--- src/rtl/piso_serializer.sv ---
// piso_serializer: parallel-in serial-out transmitter with valid/ready load and frame markers.
// Define PISO_SERIALIZER_PARITY_EN to append an even-parity bit to each frame.
module piso_serializer #(
   parameter int WIDTH     = 8,
   parameter int LSB_FIRST = 0
) (
   input  logic             i_clk,
   input  logic             i_reset,
   input  logic             i_clear_n,
   input  logic [WIDTH-1:0] i_din,
   input  logic             i_load_valid,
   output logic             o_load_ready,
   output logic             o_sout,
   output logic             o_sout_valid,
   output logic             o_frame_start,
   output logic             o_frame_end,
   output logic             o_busy
);
`ifdef PISO_SERIALIZER_PARITY_EN
   localparam int FL = WIDTH + 1;
`else
   localparam int FL = WIDTH;
`endif
   localparam int CW = $clog2(FL);
   typedef enum logic {IDLE, SHIFT} state_t;
   state_t          r_state, w_state_nx;
   logic [FL-1:0]   r_sh, w_word, w_sh_nx;
   logic [CW-1:0]   r_cnt;
   logic            r_first, w_load, w_last;
`ifdef PISO_SERIALIZER_PARITY_EN
   // parity rides in the tail slot so it leaves after the last data bit
   assign w_word = (LSB_FIRST != 0) ? {^i_din, i_din} : {i_din, ^i_din};
`else
   assign w_word = i_din;
`endif
   assign w_sh_nx = (LSB_FIRST != 0) ? {1'b0, r_sh[FL-1:1]} : {r_sh[FL-2:0], 1'b0};
   assign w_last  = (r_state == SHIFT) && (r_cnt == '0);
   assign w_load  = i_load_valid && o_load_ready;
   always_comb begin
      w_state_nx = r_state;
      if (!i_clear_n)  w_state_nx = IDLE;
      else if (w_load) w_state_nx = SHIFT;
      else if (w_last) w_state_nx = IDLE;
   end
   assign o_load_ready  = !i_reset && ((r_state == IDLE) || w_last);
   assign o_sout_valid  = (r_state == SHIFT);
   assign o_busy        = o_sout_valid;
   assign o_sout        = o_sout_valid && ((LSB_FIRST != 0) ? r_sh[0] : r_sh[FL-1]);
   assign o_frame_start = o_sout_valid && r_first;
   assign o_frame_end   = w_last;
   always_ff @(posedge i_clk or posedge i_reset) begin
      if (i_reset) begin
         r_state <= IDLE;
         r_sh    <= '0;
         r_cnt   <= '0;
         r_first <= 1'b0;
      end else begin
         r_state <= w_state_nx;
         if (!i_clear_n) begin
            r_sh    <= '0;
            r_cnt   <= '0;
            r_first <= 1'b0;
         end else if (w_load) begin
            r_sh    <= w_word;
            r_cnt   <= CW'(FL - 1);
            r_first <= 1'b1;
         end else if (r_state == SHIFT) begin
            r_sh    <= w_sh_nx;
            r_cnt   <= w_last ? '0 : r_cnt - 1'b1;
            r_first <= 1'b0;
         end
      end
   end
endmodule
--- config.mk ---
export PLATFORM = sky130hd
export DESIGN_NAME = piso_serializer
export DESIGN_NICKNAME = d
export VERILOG_FILES = /design/src/rtl/piso_serializer.sv
export SDC_FILE = /design/constraint.sdc
export NUM_CORES = 1
export LEC_CHECK = 0
export BUFFER_PORTS_ARGS = -buffer_cell sky130_fd_sc_hd__buf_2
export CORE_ASPECT_RATIO = 0.9
export CORE_UTILIZATION = 30
export CTS_CLUSTER_DIAMETER = 40
export DETAILED_ROUTE_END_ITERATION = 10
export SYNTH_ARGS = -nofsm -noshare
export SYNTH_HDL_FRONTEND = slang
export SYNTH_SLANG_ARGS = --single-unit
--- constraint.sdc ---
create_clock -name i_clk -period 1.4 [get_ports i_clk]
set_input_delay 0.28 -clock i_clk [delete_from_list [all_inputs] [get_ports i_clk]]
set_output_delay 0.28 -clock i_clk [all_outputs]
set_load 0.01 [all_outputs]
==> results of run 1 <==
## layer usage
layer  up-vias  track usage (%)  share of wire (%)
li1        298                -                  -
met1       291             16.6                 47
met2         9             21.2                 51
met3         0             3.09                2.2
met4         0             4.88                  0
met5         -                0                  0
## worst register-to-register path: cells and delay by family, from the launching register on
kind	cells	cell delay, ns
fa+ha+maj	2	0.26
simple gates	2	0.40
buf+inv	3	0.37
compound gates	1	0.05
flops	1	0.38
## sequential cells by signal (all words and copies together) (netlist names)
signal   flops
r_first      1
r_cnt        3
r_sh         8
o_busy       1
## kinds of logic after synthesis
group / Yosys count
AOI/OAI and AO/OA: 16
buffers and inverters: 12
adders and majority gates: 2
muxes: 7
DFF: 13
and+or+nand+nor: 19
## per-stage QoR
step / power [mW] / worst slack (ns) / util [%]
after floorplan: 0.579 / -0.00989 / -
after global placement: 0.650 / -0.140 / 39.0
after detailed placement: 0.656 / -0.146 / 39.0
after CTS: 0.947 / -0.288 / 44.0
after global routing: 1.01 / -0.339 / 45.6
final: 0.942 / -0.271 / 45.6
## layout make-up
class / count / area share [%]
flip-flops and latches: 13 / 28.9
inverters: 5 / 1.67
clock buffers: 4 / 2.33
repair buffers: 30 / 20.9
multi-input cells: 44 / 43.1
well taps: 28 / 3.11
## placed cells by master (no fill, tap or decap), types with 3 or more instances in the layout
cell type	synthesis	final
inv_1	5	3
nor3_4	0	7
buf_4	4	9
and2_1	3	3
a211oi_2	7	7
buf_2	1	16
dfrtp_1	13	13
mux2i_1	7	7
a21oi_1	6	4
clkbuf_4	0	3
## what timing repair did
item,4_1_cts,5_1_grt
resized for setup,16,3
buffers inserted,2,0
pin swaps,3,11
endpoints found under the setup margin,14,16
gates cloned,0,1
## power by group through the flow
stage | registers [mW] | clock network (mW) | logic, mW
6_report | 0.421 | 0.229 | 0.292
5_1_grt | 0.426 | 0.263 | 0.317
4_1_cts | 0.422 | 0.247 | 0.278
3_5_place_dp | 0.429 | 0 | 0.227
3_3_place_gp | 0.428 | 0 | 0.222
2_1_floorplan | 0.424 | 0 | 0.155
## path summary, 6_finish.rpt
| path | endpoint | depth (start not counted) | slack (ns) |
|---|---|---|---|
| max in group asynchronous | r_sh[2]$_DFFE_PP0P_ | 3 | 1.12 |
| min in group i_clk | r_sh[0]$_DFFE_PP0P_ | 3 | 0.29 |
| min reg2reg | r_first$_DFFE_PP0P_ | 2 | 0.56 |
| max | o_load_ready | 6 | -0.27 |
| min | o_busy$_DFFE_PP0P_ | 3 | 0.11 |
| max reg2reg | r_sh[2]$_DFFE_PP0P_ | 8 | -0.17 |
==> results.sh, run 1 <==
export IMPL_status="complete, but fails checks"
export IMPL_violations="negative setup slack"
export IMPL_crit_required_ns=1.12
export IMPL_muxShareOfSynthArea_pct=8.86
export IMPL_synthCells=69
export IMPL_drive_gt1_share_pct=60.4
export IMPL_numCtsBuffers=3
export IMPL_start_util_pct=32.0
export IMPL_post_place_cells=117
export IMPL_yosys_area_share_simple_pct=19.5
export IMPL_drc=0
export IMPL_drv_slew=0
export IMPL_root_buffer="clkbuf_4"
export IMPL_yosysMostFrequentCell="dfrtp_1"
export IMPL_period_share_pct=119
export IMPL_final_cells=124
export IMPL_fillers=234
export IMPL_path_clk_slew_ns=0.08
export IMPL_crit_type="flop to output port"
export IMPL_swShare_pct=29.0
export IMPL_insertion_delay_ns=0.27
export IMPL_ant_nets=0
export IMPL_wl_per_cell_um=13.2
export IMPL_crit_fanout=2
export IMPL_synthFlopType="dfrtp_1"
export IMPL_synth_top_family_by_area="simple AND/OR/NAND/NOR gates"
export IMPL_ctsHoldBuffers=0
export IMPL_synth_edff_count=0
export IMPL_yosys_warnings=0
export IMPL_die_y_um=50.7
export IMPL_setup_tns_ns=-1.84
export IMPL_grt_pass1_vias=606
export IMPL_row_count=17
export IMPL_synth_async_sr_flop_share_pct=100
export IMPL_grt_max_degree=15
export IMPL_yosysSeqAreaShare_pct=41.1
export IMPL_worst_pin_slew_ns=0.812
export IMPL_synth_compound_area_share_pct=17.7
export IMPL_antenna_cells=0
export IMPL_setup_ws_ns=-0.271
export IMPL_power_frac_clock_pct=24.3
export IMPL_dp_hpwl_um=1140
export IMPL_die_area_sq_um=2850
export IMPL_syn_area_per_cell_sq_um=11.5
export IMPL_seq_power_share_pct=44.7
export IMPL_pin_count=18
export IMPL_synth_area_leaders="dfrtp_1 (41%), a211oi_2 (11%), mux2i_1 (8.9%)"
export IMPL_synth_xor_area_share_pct=0
export IMPL_drt_iter0_markers=6
export IMPL_ir_drop_mv=0.389
export IMPL_cts_tree="built"
export IMPL_wl_um=1640
export IMPL_regArea_sq_um=325
export IMPL_yosysTopAreaCell="dfrtp_1"
export IMPL_area_growth_pct=42.4
export IMPL_slowest_delay_ns=0.38
export IMPL_track_usage_pct=12.9
export IMPL_gp_congestion=0.678
export IMPL_yosys_top_cells_count="dfrtp_1 (13), a211oi_2 (7), mux2i_1 (7), nor3_2 (7), a21oi_1 (6)"
export IMPL_crit_chain="inv_2 > ha_4 > ha_4 > and2b_2 > nor2_4 > buf_6"
export IMPL_htreeDepth=1
export IMPL_synth_cell_types=21
export IMPL_cp_slowest_cell="dfrtp_1"
export IMPL_vias_per_cell=4.82
export IMPL_nets=111
export IMPL_relSlewSlack_pct=45.9
export IMPL_leakagePower_nw=0.482
export IMPL_critPathBufInv=2
export IMPL_grt_pass1_wl_um=2790
export IMPL_drv_cap=0
export IMPL_startpoint_type="flop"
export IMPL_holdWs_ns=0.113
export IMPL_clock_skew_final_ns=0.000394
export IMPL_hold_path_class="primary input to asynchronous set/reset pin"
export IMPL_min_period_ns=1.67
export IMPL_p_per_area_nw_per_um2=837
export IMPL_core_area_sq_um=2470
export IMPL_worst_path_most_repeated_cell="ha_4"
export IMPL_rr_startpoint="r_cnt[1]$_DFFE_PP0P_"
export IMPL_overflow=0
export IMPL_max_freq_mhz=598
export IMPL_intPower_mw=0.669
export IMPL_hold_viol=0
export IMPL_crit_start="r_cnt[1]$_DFFE_PP0P_"
export IMPL_dr_pass1_iters=3
export IMPL_placed_area_sq_um=963
export IMPL_rsz0062_at_grt="yes"
export IMPL_crit_family="flip-flops"
export IMPL_clk_path_buf_depth=2
export IMPL_synth_area_sq_um=791
export IMPL_synth_top_area_share_pct=41.1
export IMPL_die_w_um=56.1
export IMPL_multi_input_area_sq_um=485
export IMPL_cts_sinks=13
export IMPL_p_switching_mw=0.273
export IMPL_antenna_found_initial=0
export IMPL_ys_ff_latch=13
export IMPL_syn_nets=83
export IMPL_cp_end_kind="output port"
export IMPL_yosys_area_share_adder_pct=3.16
export IMPL_arrival_ns=1.39
export IMPL_final_area_sq_um=1130
export IMPL_io_buffers=17
export IMPL_share_comb_of_total_power_pct=31.0
export IMPL_via_count=598
export IMPL_finalSetupViolCount=14
(Power assumes the default switching activity.)
==> run 2, diff against run 1 <==
--- a/config.mk
+++ b/config.mk
@@ -7,7 +7,8 @@
 export LEC_CHECK = 0
 export BUFFER_PORTS_ARGS = -buffer_cell sky130_fd_sc_hd__buf_2
 export CORE_ASPECT_RATIO = 0.9
-export CORE_UTILIZATION = 30
+export CORE_MARGIN = 2
+export CORE_UTILIZATION = 35
 export CTS_CLUSTER_DIAMETER = 40
 export DETAILED_ROUTE_END_ITERATION = 10
 export SYNTH_ARGS = -nofsm -noshare
==> results.sh, run 2 (same netlist as run 1, synthesis figures left out) <==
export IMPL_root_buffer="clkbuf_4"
export IMPL_regArea_sq_um=325
export IMPL_cts_tree="built"
export IMPL_pre_cts_ws_ns=-0.163
export IMPL_drive_gt1_share_pct=60.2
export IMPL_holdWs_ns=0.0634
export IMPL_crit_required_ns=1.12
export IMPL_dr_pass1_iters=1
export IMPL_drc=0
export IMPL_leakagePower_nw=0.458
export IMPL_crit_fanout=3
export IMPL_numCtsBuffers=3
export IMPL_nets=108
export IMPL_gp_congestion=0.790
export IMPL_placed_area_sq_um=942
export IMPL_htreeDepth=1
export IMPL_start_util_pct=36.6
export IMPL_ctsHoldBuffers=0
export IMPL_via_count=581
export IMPL_wl_um=1610
export IMPL_grt_max_degree=15
export IMPL_wl_per_cell_um=13.5
export IMPL_max_freq_mhz=586
export IMPL_insertion_delay_ns=0.28
export IMPL_antenna_found_initial=0
export IMPL_violations="negative setup slack"
export IMPL_largest_reg_flops=8
export IMPL_hold_viol=0
export IMPL_path_clk_slew_ns=0.08
export IMPL_grt_pass1_wl_um=2790
export IMPL_die_w_um=54.1
export IMPL_die_y_um=49.1
export IMPL_mostFrequentLayoutCell="buf_2"
export IMPL_ir_drop_mv=0.585
export IMPL_rsz0062_at_grt="yes"
export IMPL_finalSetupViolCount=12
export IMPL_layout_common_cells="buf_2 (15), dfrtp_1 (13), mux2i_1 (7), a211oi_2 (7), buf_4 (7)"
export IMPL_arrival_ns=1.43
export IMPL_r2r_setup_slack_ns=-0.14
export IMPL_worst_pin_slew_ns=0.603
export IMPL_grt_pass1_vias=620
export IMPL_setup_ws_ns=-0.308
export IMPL_fillers=210
export IMPL_drv_slew=0
export IMPL_clock_skew_final_ns=0.000828
export IMPL_drt_iter0_markers=0
export IMPL_track_usage_pct=15.0
export IMPL_clk_path_buf_depth=2
export IMPL_regMostFlops="r_sh"
export IMPL_final_area_sq_um=1050
export IMPL_ant_nets=0
export IMPL_cts_sinks=13
export IMPL_period_share_pct=122
export IMPL_multi_input_area_sq_um=455
export IMPL_hold_path_class="primary input to asynchronous set/reset pin"
export IMPL_core_area_sq_um=2160
export IMPL_cp_end_kind="output port"
export IMPL_status="complete, but fails checks"
export IMPL_drv_cap=0
export IMPL_io_buffers=17
export IMPL_area_growth_pct=33.1
export IMPL_overflow=0
export IMPL_startpoint_type="flop"
export IMPL_crit_type="flop to output port"
export IMPL_p_per_area_nw_per_um2=879
export IMPL_relSlewSlack_pct=59.8
export IMPL_reg_top3="r_sh: 8 flops, r_cnt: 3 flops"
export IMPL_min_period_ns=1.71
export IMPL_antenna_cells=0
export IMPL_pin_count=18
export IMPL_die_area_sq_um=2660
export IMPL_vias_per_cell=4.84
export IMPL_row_count=16
==> run 2: cell count changes in the layout (fill, tap and decap cells not counted), moves of 2 or more <==
cell / change
nor3_2: +4
buf_4: -2
buf_6: +2
nor3_4: -4
==> run 2: path summary, 6_finish.rpt <==
kind | cells after the start | startpoint | to
worst max register to register | 7 | r_cnt[0]$_DFFE_PP0P_ | r_sh[6]$_DFFE_PP0P_
worst min-delay path | 3 | i_reset | r_cnt[0]$_DFFE_PP0P_
max in group asynchronous | 3 | i_reset | r_sh[0]$_DFFE_PP0P_
worst max-delay path | 6 | r_cnt[0]$_DFFE_PP0P_ | o_load_ready
min in group i_clk | 3 | i_din[0] | r_sh[0]$_DFFE_PP0P_
worst min register to register | 2 | r_first$_DFFE_PP0P_ | r_first$_DFFE_PP0P_
==> run 2: critical path: stages, from the launching register on <==
cell and delay (ns):
dfrtp_1 0.40, inv_2 0.07, ha_4 0.13, ha_4 0.12, and2b_2 0.23, nor2_4 0.08, buf_6 0.10
==> run 2: power by group <==
group          leakage [nW]  internal [mW]  total [mW]  switching, mW
clock                0.0150          0.111       0.237          0.126
sequential            0.173          0.405       0.423         0.0178
combinational         0.271          0.140       0.265          0.125
==> run 2: what timing repair did <==
item | in CTS | in global routing
buffers inserted | 0 | 1
pin swaps | 3 | 2
gates resized for setup | 10 | 7
endpoints found under the setup margin | 16 | 18
==> run 2: through the flow <==
| stage | power (mW) | util (%) | setup TNS [ns] | std cells |
|---|---|---|---|---|
| floorplan | 0.579 | - | -0.00989 | 69 |
| global placement | 0.650 | 43.6 | -0.809 | 115 |
| detailed placement | 0.655 | 43.6 | -1.32 | 115 |
| CTS | 0.922 | 46.8 | -2.11 | 119 |
| global route | 0.995 | 48.7 | -2.96 | 120 |
| finish | 0.925 | 48.7 | -1.74 | 120 |
==> run 2: final cells by class <==
type | instances | area share (%)
clock buffers | 4 | 2.50
inverters | 5 | 1.78
multi-input cells | 44 | 43.3
flip-flops and latches | 13 | 30.9
well taps | 27 | 3.21
repair buffers | 27 | 18.3
==> run 2: layer usage <==
layer	share of wire (%)	GRT usage, %	up-vias
met5	0	0	-
met4	2.9	8.75	0
met3	5.0	5.21	5
met2	49	21.1	12
met1	43	19.5	268
li1	-	-	296
